File: config.mk
export PLATFORM = sky130hd
export DESIGN_NAME = fifo_rr_arbiter
export DESIGN_NICKNAME = d
export VERILOG_FILES = /design/src/rtl/fifo_arb_pkg.sv /design/src/rtl/fifo_rr_arbiter_rr_pick.sv /design/src/rtl/fifo_rr_arbiter.sv
export SDC_FILE = /design/constraint.sdc
export NUM_CORES = 1
export LEC_CHECK = 0
export ABC_AREA = 0
export BUFFER_PORTS_ARGS = -buffer_cell sky130_fd_sc_hd__buf_2
export CORE_AREA = 2 2 69 71
export DETAILED_ROUTE_END_ITERATION = 10
export DIE_AREA = 0 0 71 73
export PLACE_DENSITY = 0.95
export SLEW_MARGIN = 10
export SYNTH_ARGS = -nofsm -noshare
export SYNTH_HDL_FRONTEND = slang
export SYNTH_SLANG_ARGS = --single-unit
File: constraint.sdc
create_clock -name clk -period 3.95 [get_ports clk]
set_input_delay 0.79 -clock clk [delete_from_list [all_inputs] [get_ports clk]]
set_output_delay 0.79 -clock clk [all_outputs]
set_load 0.01 [all_outputs]
File: src/rtl/fifo_arb_pkg.sv
// Shared definitions for the FIFO round-robin arbiter: state encoding and
// a constant clog2 used to size the requester index and the beat counter.
package fifo_arb_pkg;

   localparam logic ST_IDLE  = 1'b0;
   localparam logic ST_BURST = 1'b1;

   typedef enum logic {
      S_IDLE  = ST_IDLE,
      S_BURST = ST_BURST
   } arb_state_e;

   // Ceiling log2; clog2(1) = 0.
   function automatic int clog2(input int value);
      int r;
      int v;
      r = 0;
      v = value - 1;
      while (v > 0) begin
         r = r + 1;
         v = v >> 1;
      end
      return r;
   endfunction

endpackage

File: src/rtl/fifo_rr_arbiter_rr_pick.sv
// Combinational round-robin picker: finds the first asserted request after
// position 'last', wrapping modulo NUM_REQ, using a doubled request vector.
import fifo_arb_pkg::*;

module rr_pick #(
   parameter int NUM_REQ = 4,
   parameter int IDW     = (clog2(NUM_REQ) > 1) ? clog2(NUM_REQ) : 1
) (
   input  logic [NUM_REQ-1:0] req,
   input  logic [IDW-1:0]     last,
   output logic               any,
   output logic [IDW-1:0]     idx
);

   logic [2*NUM_REQ-1:0] dbl;
   logic [NUM_REQ-1:0]   rot;
   logic [IDW:0]         sh;

   // Rotate so bit 0 is the slot after 'last', then take the lowest set bit.
   always_comb begin
      dbl = {req, req};
      sh  = {1'b0, last} + {{IDW{1'b0}}, 1'b1};
      rot = NUM_REQ'(dbl >> sh);
      any = |req;
      idx = '0;
      for (int k = NUM_REQ - 1; k >= 0; k--) begin
         if (rot[k]) idx = IDW'((int'(last) + 1 + k) % NUM_REQ);
      end
   end

endmodule

File: src/rtl/fifo_rr_arbiter.sv
// Burst-locked round-robin arbiter feeding one FIFO enqueue port. A winner
// keeps the port until in_last or MAX_BURST beats; new bursts start only
// while the FIFO is not almost full. One idle cycle separates bursts.
import fifo_arb_pkg::*;

module fifo_rr_arbiter #(
   parameter int  WIDTH     = 32,
   parameter int  NUM_REQ   = 4,
   parameter int  MAX_BURST = 8,
   localparam int IDW       = (clog2(NUM_REQ) > 1) ? clog2(NUM_REQ) : 1,
   localparam int BW        = clog2(MAX_BURST + 1)
) (
   input  logic                     clk,
   input  logic                     rst_n,
   input  logic [NUM_REQ-1:0]       in_valid,
   input  logic [NUM_REQ*WIDTH-1:0] in_data,
   input  logic [NUM_REQ-1:0]       in_last,
   output logic [NUM_REQ-1:0]       in_ready,
   output logic                     out_valid,
   output logic [WIDTH-1:0]         out_data,
   output logic                     out_last,
   output logic [IDW-1:0]           out_src,
   input  logic                     out_ready,
   input  logic                     fifo_almost_full,
   output logic                     busy
);

   arb_state_e       state_q;
   logic [IDW-1:0]   grant_q;
   logic [IDW-1:0]   last_grant_q;
   logic [BW-1:0]    beat_q;
   logic             pick_any;
   logic [IDW-1:0]   pick_idx;
   logic             in_burst;
   logic             fire;
   logic [WIDTH-1:0] lane [NUM_REQ];

   rr_pick #(
      .NUM_REQ (NUM_REQ),
      .IDW     (IDW)
   ) u_pick (
      .req  (in_valid),
      .last (last_grant_q),
      .any  (pick_any),
      .idx  (pick_idx)
   );

   assign in_burst = (state_q == S_BURST);

   // Unpack per-requester lanes and route the downstream ready to the owner only.
   for (genvar gi = 0; gi < NUM_REQ; gi++) begin : g_lane
      assign lane[gi]     = in_data[gi*WIDTH +: WIDTH];
      assign in_ready[gi] = in_burst && (grant_q == IDW'(gi)) && out_ready;
   end

   assign out_valid = in_burst && in_valid[grant_q];
   assign out_data  = in_burst ? lane[grant_q] : '0;
   assign out_src   = in_burst ? grant_q : '0;
   assign out_last  = out_valid && (in_last[grant_q] || (beat_q == BW'(MAX_BURST - 1)));
   assign fire      = out_valid && out_ready;
   assign busy      = in_burst;

   // Sequencing: arbitrate in IDLE, stream beats in BURST until the last one fires.
   always_ff @(posedge clk or negedge rst_n) begin
      if (!rst_n) begin
         state_q      <= S_IDLE;
         grant_q      <= '0;
         beat_q       <= '0;
         last_grant_q <= IDW'(NUM_REQ - 1);
      end else begin
         case (state_q)
            S_IDLE: begin
               if (pick_any && !fifo_almost_full) begin
                  grant_q <= pick_idx;
                  beat_q  <= '0;
                  state_q <= S_BURST;
               end
            end
            S_BURST: begin
               if (fire) begin
                  if (out_last) begin
                     last_grant_q <= grant_q;
                     beat_q       <= '0;
                     state_q      <= S_IDLE;
                  end else begin
                     beat_q <= beat_q + BW'(1);
                  end
               end
            end
            default: state_q <= S_IDLE;
         endcase
      end
   end

endmodule

==> results of run 1 <==
## logic make-up after synthesis
kind of cell	after synthesis	share of synthesized area
and+or+nand+nor	59	0.2205
DFF	9	0.1413
muxes	37	0.5000
buffers and inverters	18	0.05513
adders and majority gates	1	0.007763
AOI/OAI and AO/OA	17	0.07531
## layer usage
metal  part of all wire  global-route usage
met2               0.54              0.4039
met5                  0                   0
met4              0.011             0.05241
met1               0.37              0.2489
met3              0.082             0.03867
## sequential cells by signal (all words and copies together) (netlist names)
signal	flops
grant_q	2
last_grant_q	2
busy	1
beat_q	4
## power groups by stage
| stage | Sequential [W] | Clock, W | Combinational, W |
|---|---|---|---|
| final | 0.000275 | 0.000112 | 0.00124 |
| after detailed placement | 0.000282 | 0 | 0.00125 |
| after global routing | 0.000297 | 0.000113 | 0.00134 |
| after floorplan | 0.000174 | 0 | 0.000949 |
| after global placement | 0.000277 | 0 | 0.00122 |
| after CTS | 0.000280 | 0.000112 | 0.00125 |
## area by class of cell
cell class / count / area share
clock buffer: 4 / 0.01747
inverter: 5 / 0.007278
multi-input combinational: 114 / 0.5022
sequential: 9 / 0.08879
tap: 54 / 0.02620
timing repair buffer: 183 / 0.3581
## per-stage QoR
step                      instances  setup slack [ns]
after floorplan                 141             1.470
after global placement          365             1.257
after detailed placement        365             1.209
after CTS                       369            0.9477
after global routing            369            0.8609
final                           369            0.9758
## worst min path at each step
stage,startpoint,end,slack (ns),cells after the start
4_1_cts,rst_n,busy,0.40,1
5_1_grt,rst_n,busy,0.41,1
6_report,rst_n,beat_q[1],0.39,1
3_3_place_gp,beat_q[1],beat_q[1],0.52,2
3_5_place_dp,beat_q[1],beat_q[1],0.53,2
2_1_floorplan,rst_n,beat_q[0],0.49,0
## placed cells by master, fill, tap and decap left out, types with 2 or more instances in the layout
cell / count
nand2_1: 5
nor3b_1: 2
o22ai_1: 3
or2_2: 2
o21ai_0: 5
inv_1: 5
clkbuf_8: 3
a21oi_1: 2
mux4_2: 34
mux2_4: 2
buf_2: 180
and2_1: 36
dfstp_2: 2
a31oi_1: 2
buf_4: 3
and3_1: 2
nor2_1: 3
dfrtp_1: 6
==> impl_metrics.prom, run 1 <==
# TYPE chip_impl_metric gauge
chip_impl_metric{name="syn-num-nets",unit=""} 282
chip_impl_metric{name="final_design_area_no_fill",unit="µm²"} 2579
chip_impl_metric{name="minimum_clock_period_after_layout",unit="ns"} 2.974
chip_impl_info{name="ys_top_cells_by_area",value="mux4_2, and2_1, dfrtp_1"} 1
chip_impl_metric{name="finalClockSkew",unit="ns"} 0.003528
chip_impl_info{name="critical_path.reg2reg.startpoint",value="grant_q[1]"} 1
chip_impl_metric{name="worst_slew_margin_rel",unit=""} 0.3322
chip_impl_metric{name="die_h",unit="µm"} 73
chip_impl_metric{name="post_cts_buffers",unit=""} 0
chip_impl_metric{name="power_frac_seq",unit=""} 0.169
chip_impl_metric{name="routed_length_per_instance",unit="µm"} 16.20
chip_impl_metric{name="syn_to_final_growth",unit="%"} 60.02
chip_impl_metric{name="postSynthRegisterBits",unit=""} 9
chip_impl_metric{name="design.portCount",unit=""} 181
chip_impl_metric{name="peak_supply_drop",unit="µV"} 508.5
chip_impl_metric{name="ctsHoldBuffers",unit=""} 0
chip_impl_info{name="tritoncts",value="done"} 1
chip_impl_metric{name="number_of_antenna_cells_inserted",unit=""} 0
chip_impl_info{name="synthFlopType",value="dfrtp_1"} 1
chip_impl_metric{name="viasPerCell",unit=""} 5.211
chip_impl_metric{name="syn-mean-instance-area",unit="µm²"} 11.43
chip_impl_metric{name="synth_top_cell_area_share",unit=""} 0.4752
chip_impl_metric{name="r2r_slack",unit="ns"} 1.88
chip_impl_metric{name="detailed_place_hpwl",unit="µm"} 5101
chip_impl_info{name="synth_top_cell_by_area",value="mux4_2"} 1
chip_impl_metric{name="clock_tree.buffer_depth",unit=""} 2
chip_impl_metric{name="dr_total_vias",unit=""} 1923
chip_impl_metric{name="synthArstFlopShare",unit=""} 1.000
chip_impl_metric{name="gpl.final_weighted_congestion",unit=""} 0.9047
chip_impl_info{name="cts_root_buf",value="clkbuf_8"} 1
chip_impl_metric{name="path_clk_slew",unit="ns"} 0.05
chip_impl_metric{name="finalNetCount",unit=""} 457
chip_impl_metric{name="post_cts_resized",unit=""} 0
chip_impl_metric{name="grt_overflow",unit=""} 0
chip_impl_metric{name="cts_made_buffers",unit=""} 3
chip_impl_info{name="startpoint",value="grant_q[1]"} 1
chip_impl_metric{name="grt_max_degree",unit=""} 42
chip_impl_metric{name="fillers",unit=""} 423
chip_impl_info{name="min-delay-path-class",value="in -> async"} 1
chip_impl_metric{name="clkSinkCount",unit=""} 9
chip_impl_metric{name="p_int",unit="W"} 0.0009187
chip_impl_metric{name="antenna_found_initial",unit=""} 0
chip_impl_metric{name="worst_hold_slack",unit="ns"} 0.3909
chip_impl_metric{name="dieArea",unit="µm²"} 5183
chip_impl_metric{name="die_w",unit="µm"} 71
chip_impl_metric{name="hold_violations_final",unit=""} 0
chip_impl_metric{name="number_of_endpoints_failing_setup_at_the_final_stage",unit=""} 0
chip_impl_metric{name="seqCellArea",unit="µm²"} 229.0
chip_impl_metric{name="initial_cell_density_of_the_core",unit=""} 0.3553
chip_impl_metric{name="timing.reg2reg.worst_path_depth",unit=""} 4
chip_impl_metric{name="timing.critical_path.fanout_max",unit=""} 23
chip_impl_metric{name="synthDistinctLibCells",unit=""} 36
chip_impl_info{name="cp-end-kind",value="output port"} 1
chip_impl_metric{name="p_total",unit="W"} 0.001629
chip_impl_metric{name="coreArea",unit="µm²"} 4536
chip_impl_metric{name="grt_pass1_wl",unit="µm"} 8652
chip_impl_metric{name="fin_util",unit=""} 0.5686
chip_impl_info{name="post-synth-top-count-cell",value="and2_1"} 1
chip_impl_metric{name="netlist_instances",unit=""} 141
chip_impl_metric{name="numPortBuffers",unit=""} 180
chip_impl_metric{name="fin_crit_sh",unit=""} 0.7530
chip_impl_info{name="crit_type",value="reg -> out"} 1
chip_impl_info{name="outcome",value="completed"} 1
chip_impl_metric{name="routed_wire_length",unit="µm"} 5976
chip_impl_metric{name="synth_sequential_area_ratio",unit=""} 0.1413
chip_impl_info{name="critical_path.startpoint_type",value="flop"} 1
chip_impl_metric{name="cp_data_arrival_time",unit="ns"} 2.18
chip_impl_metric{name="clock_power_share",unit=""} 0.069
chip_impl_metric{name="drc_errors",unit=""} 0
chip_impl_metric{name="placedInstanceArea",unit="µm²"} 2534
chip_impl_metric{name="drive_above_1_share",unit=""} 0.7270
chip_impl_metric{name="cap_violations",unit=""} 0
chip_impl_metric{name="multi_input_comb_area",unit="µm²"} 1295
chip_impl_metric{name="global_route.usage.total",unit=""} 0.2133
chip_impl_metric{name="worst-path-buf-inv",unit=""} 2
chip_impl_info{name="timing.critical_path.slowest_stage_cell",value="dfrtp_1"} 1
chip_impl_metric{name="post_synth_instance_area",unit="µm²"} 1612
chip_impl_metric{name="post_route_ant_nets",unit=""} 0
chip_impl_metric{name="max_slew.worst_pin.slew",unit="ns"} 1.002
chip_impl_metric{name="worstPathRequired",unit="ns"} 3.16
chip_impl_metric{name="clock_insertion_delay_worst_skew",unit="ns"} 0.24
chip_impl_metric{name="combinational_cell_fraction_of_total_power",unit=""} 0.762
chip_impl_metric{name="drt-initial-drc-count",unit=""} 58
chip_impl_metric{name="cellLeakagePower",unit="nW"} 1.314
chip_impl_metric{name="synth_enable_flop_cells",unit=""} 0
chip_impl_metric{name="timing.critical_path.depth",unit=""} 4
chip_impl_metric{name="via_count_of_the_first_global_routing_pass",unit=""} 1837
chip_impl_metric{name="worst_path_largest_cell_delay",unit="ns"} 0.86
chip_impl_metric{name="clock.fmax",unit="MHz"} 336.2
chip_impl_metric{name="cts.htree.levels",unit=""} 1
chip_impl_metric{name="p_sw",unit="W"} 0.0007106
chip_impl_info{name="cp_top_family",value="flip-flops"} 1
chip_impl_metric{name="fin_tns_setup",unit="ns"} 0
chip_impl_info{name="r2r-end",value="last_grant_q[1]"} 1
chip_impl_metric{name="yosys_warns",unit=""} 0
chip_impl_info{name="setup.worst_path.end",value="out_data[21]"} 1
chip_impl_info{name="setup_repair_after_global_routing_missed_its_margin",value="no"} 1
chip_impl_metric{name="pwr_density_cell",unit="nW/µm²"} 631.9
chip_impl_metric{name="final-max-slew-violation-count",unit=""} 0
chip_impl_info{name="netlist_top_cells_count",value="and2_1, mux4_2, clkbuf_1, dfrtp_1"} 1
chip_impl_metric{name="switching_share",unit=""} 0.4361
chip_impl_metric{name="detail_route.first_pass.iterations",unit=""} 4
chip_impl_info{name="crit_chain",value="buf_4 -> mux4_2 -> and2_1 -> buf_2"} 1
chip_impl_metric{name="rows",unit=""} 25
No activity file was read; power rests on OpenSTA's default activity.
==> inputs of run 2 (changes only) <==
- ABC_AREA: 0 -> 1
- CORE_AREA: 2 2 69 71 -> unset
- CORE_UTILIZATION: unset -> 33
- DIE_AREA: 0 0 71 73 -> unset
- PLACE_DENSITY: 0.95 -> 0.89
- clock period: 3.95 -> 2.6 ns (I/O delays scaled with it)
==> impl_metrics.prom, run 2 <==
# TYPE chip_impl_metric gauge
chip_impl_info{name="leading_cell_types_in_the_layout_fill_and_taps_excluded",value="buf_2, nand3_1, nand2_1, a41oi_1, inv_1"} 1
chip_impl_metric{name="post_cts_resized",unit=""} 0
chip_impl_metric{name="antenna_found_initial",unit=""} 0
chip_impl_info{name="setup.worst_path.end",value="out_last"} 1
chip_impl_info{name="startpoint",value="grant_q[0]"} 1
chip_impl_metric{name="clock_tree.buffer_depth",unit=""} 2
chip_impl_metric{name="post_cts_buffers",unit=""} 0
chip_impl_info{name="post-synth-top-count-cell",value="nand3_1"} 1
chip_impl_metric{name="fin_crit_sh",unit=""} 0.8305
chip_impl_metric{name="grt_overflow",unit=""} 0
chip_impl_metric{name="clock.fmax",unit="MHz"} 463.1
chip_impl_info{name="netlist_top_cells_count",value="nand3_1, nand2_1, a41oi_1, inv_1, buf_2"} 1
chip_impl_metric{name="routed_wire_length",unit="µm"} 7691
chip_impl_metric{name="p_total",unit="W"} 0.002861
chip_impl_metric{name="dieArea",unit="µm²"} 5798
chip_impl_metric{name="global_route.usage.total",unit=""} 0.2665
chip_impl_metric{name="drc_errors",unit=""} 0
chip_impl_info{name="regMostFlops",value="beat_q"} 1
chip_impl_info{name="layout_commonest_cell",value="buf_2"} 1
chip_impl_metric{name="fillers",unit=""} 534
chip_impl_metric{name="fin_util",unit=""} 0.5325
chip_impl_metric{name="finalClockSkew",unit="ns"} 0.0006467
chip_impl_metric{name="synthArstFlopShare",unit=""} 1.000
chip_impl_metric{name="finalNetCount",unit=""} 625
chip_impl_metric{name="detail_route.first_pass.iterations",unit=""} 5
chip_impl_metric{name="synth_sequential_area_ratio",unit=""} 0.1255
chip_impl_info{name="timing.critical_path.slowest_stage_cell",value="dfrtp_2"} 1
chip_impl_metric{name="synth_top_cell_area_share",unit=""} 0.3090
chip_impl_metric{name="cap_violations",unit=""} 0
chip_impl_metric{name="clock_insertion_delay_worst_skew",unit="ns"} 0.22
chip_impl_metric{name="die_w",unit="µm"} 76.15
chip_impl_info{name="crit_chain",value="buf_4 -> nand3_1 -> nand2_1 -> nor2_1 -> nor2_2 -> nand2_1 -> inv_1 -> buf_2"} 1
chip_impl_metric{name="cellLeakagePower",unit="nW"} 1.471
chip_impl_metric{name="worst_slew_margin_rel",unit=""} 0.7320
chip_impl_metric{name="stdcell_count",unit=""} 553
chip_impl_info{name="critical_path.startpoint_type",value="flop"} 1
chip_impl_metric{name="path_clk_slew",unit="ns"} 0.04
chip_impl_metric{name="grt_pass1_wl",unit="µm"} 13090
chip_impl_metric{name="worstPathRequired",unit="ns"} 2.08
chip_impl_metric{name="drt-initial-drc-count",unit=""} 140
chip_impl_metric{name="rows",unit=""} 26
chip_impl_info{name="synth_top_cell_by_area",value="nand3_1"} 1
chip_impl_metric{name="post_route_ant_nets",unit=""} 0
chip_impl_metric{name="netlist_instances",unit=""} 318
chip_impl_info{name="r2r-end",value="beat_q[0]"} 1
chip_impl_metric{name="routed_length_per_instance",unit="µm"} 13.91
chip_impl_metric{name="cts_made_buffers",unit=""} 3
chip_impl_metric{name="detailed_place_hpwl",unit="µm"} 5752
chip_impl_metric{name="coreArea",unit="µm²"} 5205
chip_impl_metric{name="worst_path_largest_cell_delay",unit="ns"} 0.39
chip_impl_metric{name="timing.critical_path.fanout_max",unit=""} 35
chip_impl_metric{name="syn-num-nets",unit=""} 459
chip_impl_info{name="crit_type",value="reg -> out"} 1
chip_impl_metric{name="grt_max_degree",unit=""} 43
chip_impl_metric{name="syn-mean-instance-area",unit="µm²"} 5.705
chip_impl_metric{name="synthDistinctLibCells",unit=""} 25
chip_impl_metric{name="ctsHoldBuffers",unit=""} 0
chip_impl_info{name="cts_root_buf",value="clkbuf_8"} 1
chip_impl_metric{name="cp_data_arrival_time",unit="ns"} 1.64
chip_impl_info{name="min-delay-path-class",value="in -> async"} 1
chip_impl_metric{name="syn_to_final_growth",unit="%"} 52.76
chip_impl_metric{name="design.portCount",unit=""} 181
chip_impl_info{name="cp-end-kind",value="output port"} 1
chip_impl_metric{name="initial_cell_density_of_the_core",unit=""} 0.3486
chip_impl_metric{name="via_count_of_the_first_global_routing_pass",unit=""} 2879
chip_impl_metric{name="clkSinkCount",unit=""} 9
chip_impl_metric{name="number_of_endpoints_failing_setup_at_the_final_stage",unit=""} 0
chip_impl_metric{name="r2r_slack",unit="ns"} 0.92
chip_impl_metric{name="largest_reg_flops",unit=""} 4
chip_impl_metric{name="drive_above_1_share",unit=""} 0.4327
chip_impl_metric{name="die_h",unit="µm"} 76.15
chip_impl_metric{name="yosys_warns",unit=""} 0
chip_impl_metric{name="gpl.final_weighted_congestion",unit=""} 0.9037
chip_impl_info{name="critical_path.reg2reg.startpoint",value="busy"} 1
chip_impl_metric{name="pwr_density_cell",unit="nW/µm²"} 1032
chip_impl_info{name="synthFlopType",value="dfrtp_1"} 1
chip_impl_metric{name="post_synth_instance_area",unit="µm²"} 1814
chip_impl_metric{name="dr_total_vias",unit=""} 3065
chip_impl_metric{name="peak_supply_drop",unit="µV"} 572.9
chip_impl_metric{name="place_inst",unit=""} 549
chip_impl_metric{name="number_of_antenna_cells_inserted",unit=""} 0
chip_impl_info{name="critical_path.most_common_cell",value="nand2_1"} 1
chip_impl_metric{name="hold_violations_final",unit=""} 0
chip_impl_metric{name="viasPerCell",unit=""} 5.542
chip_impl_metric{name="postSynthRegisterBits",unit=""} 9
chip_impl_info{name="tritoncts",value="done"} 1
chip_impl_metric{name="synth_enable_flop_cells",unit=""} 0
chip_impl_metric{name="fin_tns_setup",unit="ns"} 0
chip_impl_info{name="largest_registers",value="beat_q x4, grant_q x2, last_grant_q x2"} 1
chip_impl_metric{name="max_slew.worst_pin.slew",unit="ns"} 0.4020
chip_impl_metric{name="cts.htree.levels",unit=""} 1
chip_impl_metric{name="numPortBuffers",unit=""} 180
chip_impl_metric{name="final-max-slew-violation-count",unit=""} 0
chip_impl_info{name="setup_repair_after_global_routing_missed_its_margin",value="no"} 1
chip_impl_info{name="ys_top_cells_by_area",value="nand3_1, nand2_1, a41oi_1"} 1
chip_impl_metric{name="minimum_clock_period_after_layout",unit="ns"} 2.159
chip_impl_info{name="outcome",value="completed"} 1
chip_impl_metric{name="timing.reg2reg.worst_path_depth",unit=""} 7
## run 2: critical path, delay by kind of cell, from the launching register on
| kind | cells | cell delay, ns |
|---|---|---|
| buffers and inverters | 3 | 0.54 |
| and+or+nand+nor | 5 | 0.47 |
| DFF | 1 | 0.39 |
## run 2: how the worst min path moves through the flow
stage,from,end,cells past startpoint
6_report,rst_n,busy,1
5_1_grt,rst_n,busy,1
4_1_cts,rst_n,busy,1
3_5_place_dp,rst_n,busy,1
3_3_place_gp,rst_n,busy,1
2_1_floorplan,rst_n,beat_q[0],0
## run 2: power breakdown
part           switching, W  total [W]  internal [W]
registers         0.0000823   0.000293      0.000211
logic               0.00153    0.00241      0.000884
clock network     0.0000519   0.000158      0.000107
## run 2: logic make-up after synthesis
family | count (synthesis) | synth area share
buf+inv | 53 | 0.1345
flops | 9 | 0.1255
compound gates | 38 | 0.1710
simple gates | 214 | 0.5476
xor+xnor | 3 | 0.01449
fa+ha+maj | 1 | 0.006895
## run 2: area by class of cell
| cell class | count | area [µm²] | share of cell area |
|---|---|---|---|
| clock buffers | 4 | 45.04 | 0.01625 |
| repair buffers | 190 | 975.9 | 0.3521 |
| inverters | 24 | 90.09 | 0.03251 |
| multi-input cells | 256 | 1343 | 0.4844 |
| well taps | 70 | 87.58 | 0.03160 |
| flip-flops and latches | 9 | 230.2 | 0.08307 |
## run 2: stage by stage
stage	hold WS, ns	area [µm²]	setup slack (ns)
after floorplan	0.2244	1814	0.8731
after global placement	0.3809	2726	0.7383
after detailed placement	0.3812	2726	0.6999
after CTS	0.1443	2771	0.4589
after global routing	0.1477	2771	0.2702
final	0.1392	2771	0.4408
## run 2: routing by layer
metal / share of wire / track usage / up-vias
met5: 0 / 0 / -
met1: 0.41 / 0.3300 / 1408
li1: - / - / 1466
met4: 0.017 / 0.08462 / 0
met2: 0.49 / 0.4755 / 176
met3: 0.080 / 0.03473 / 15
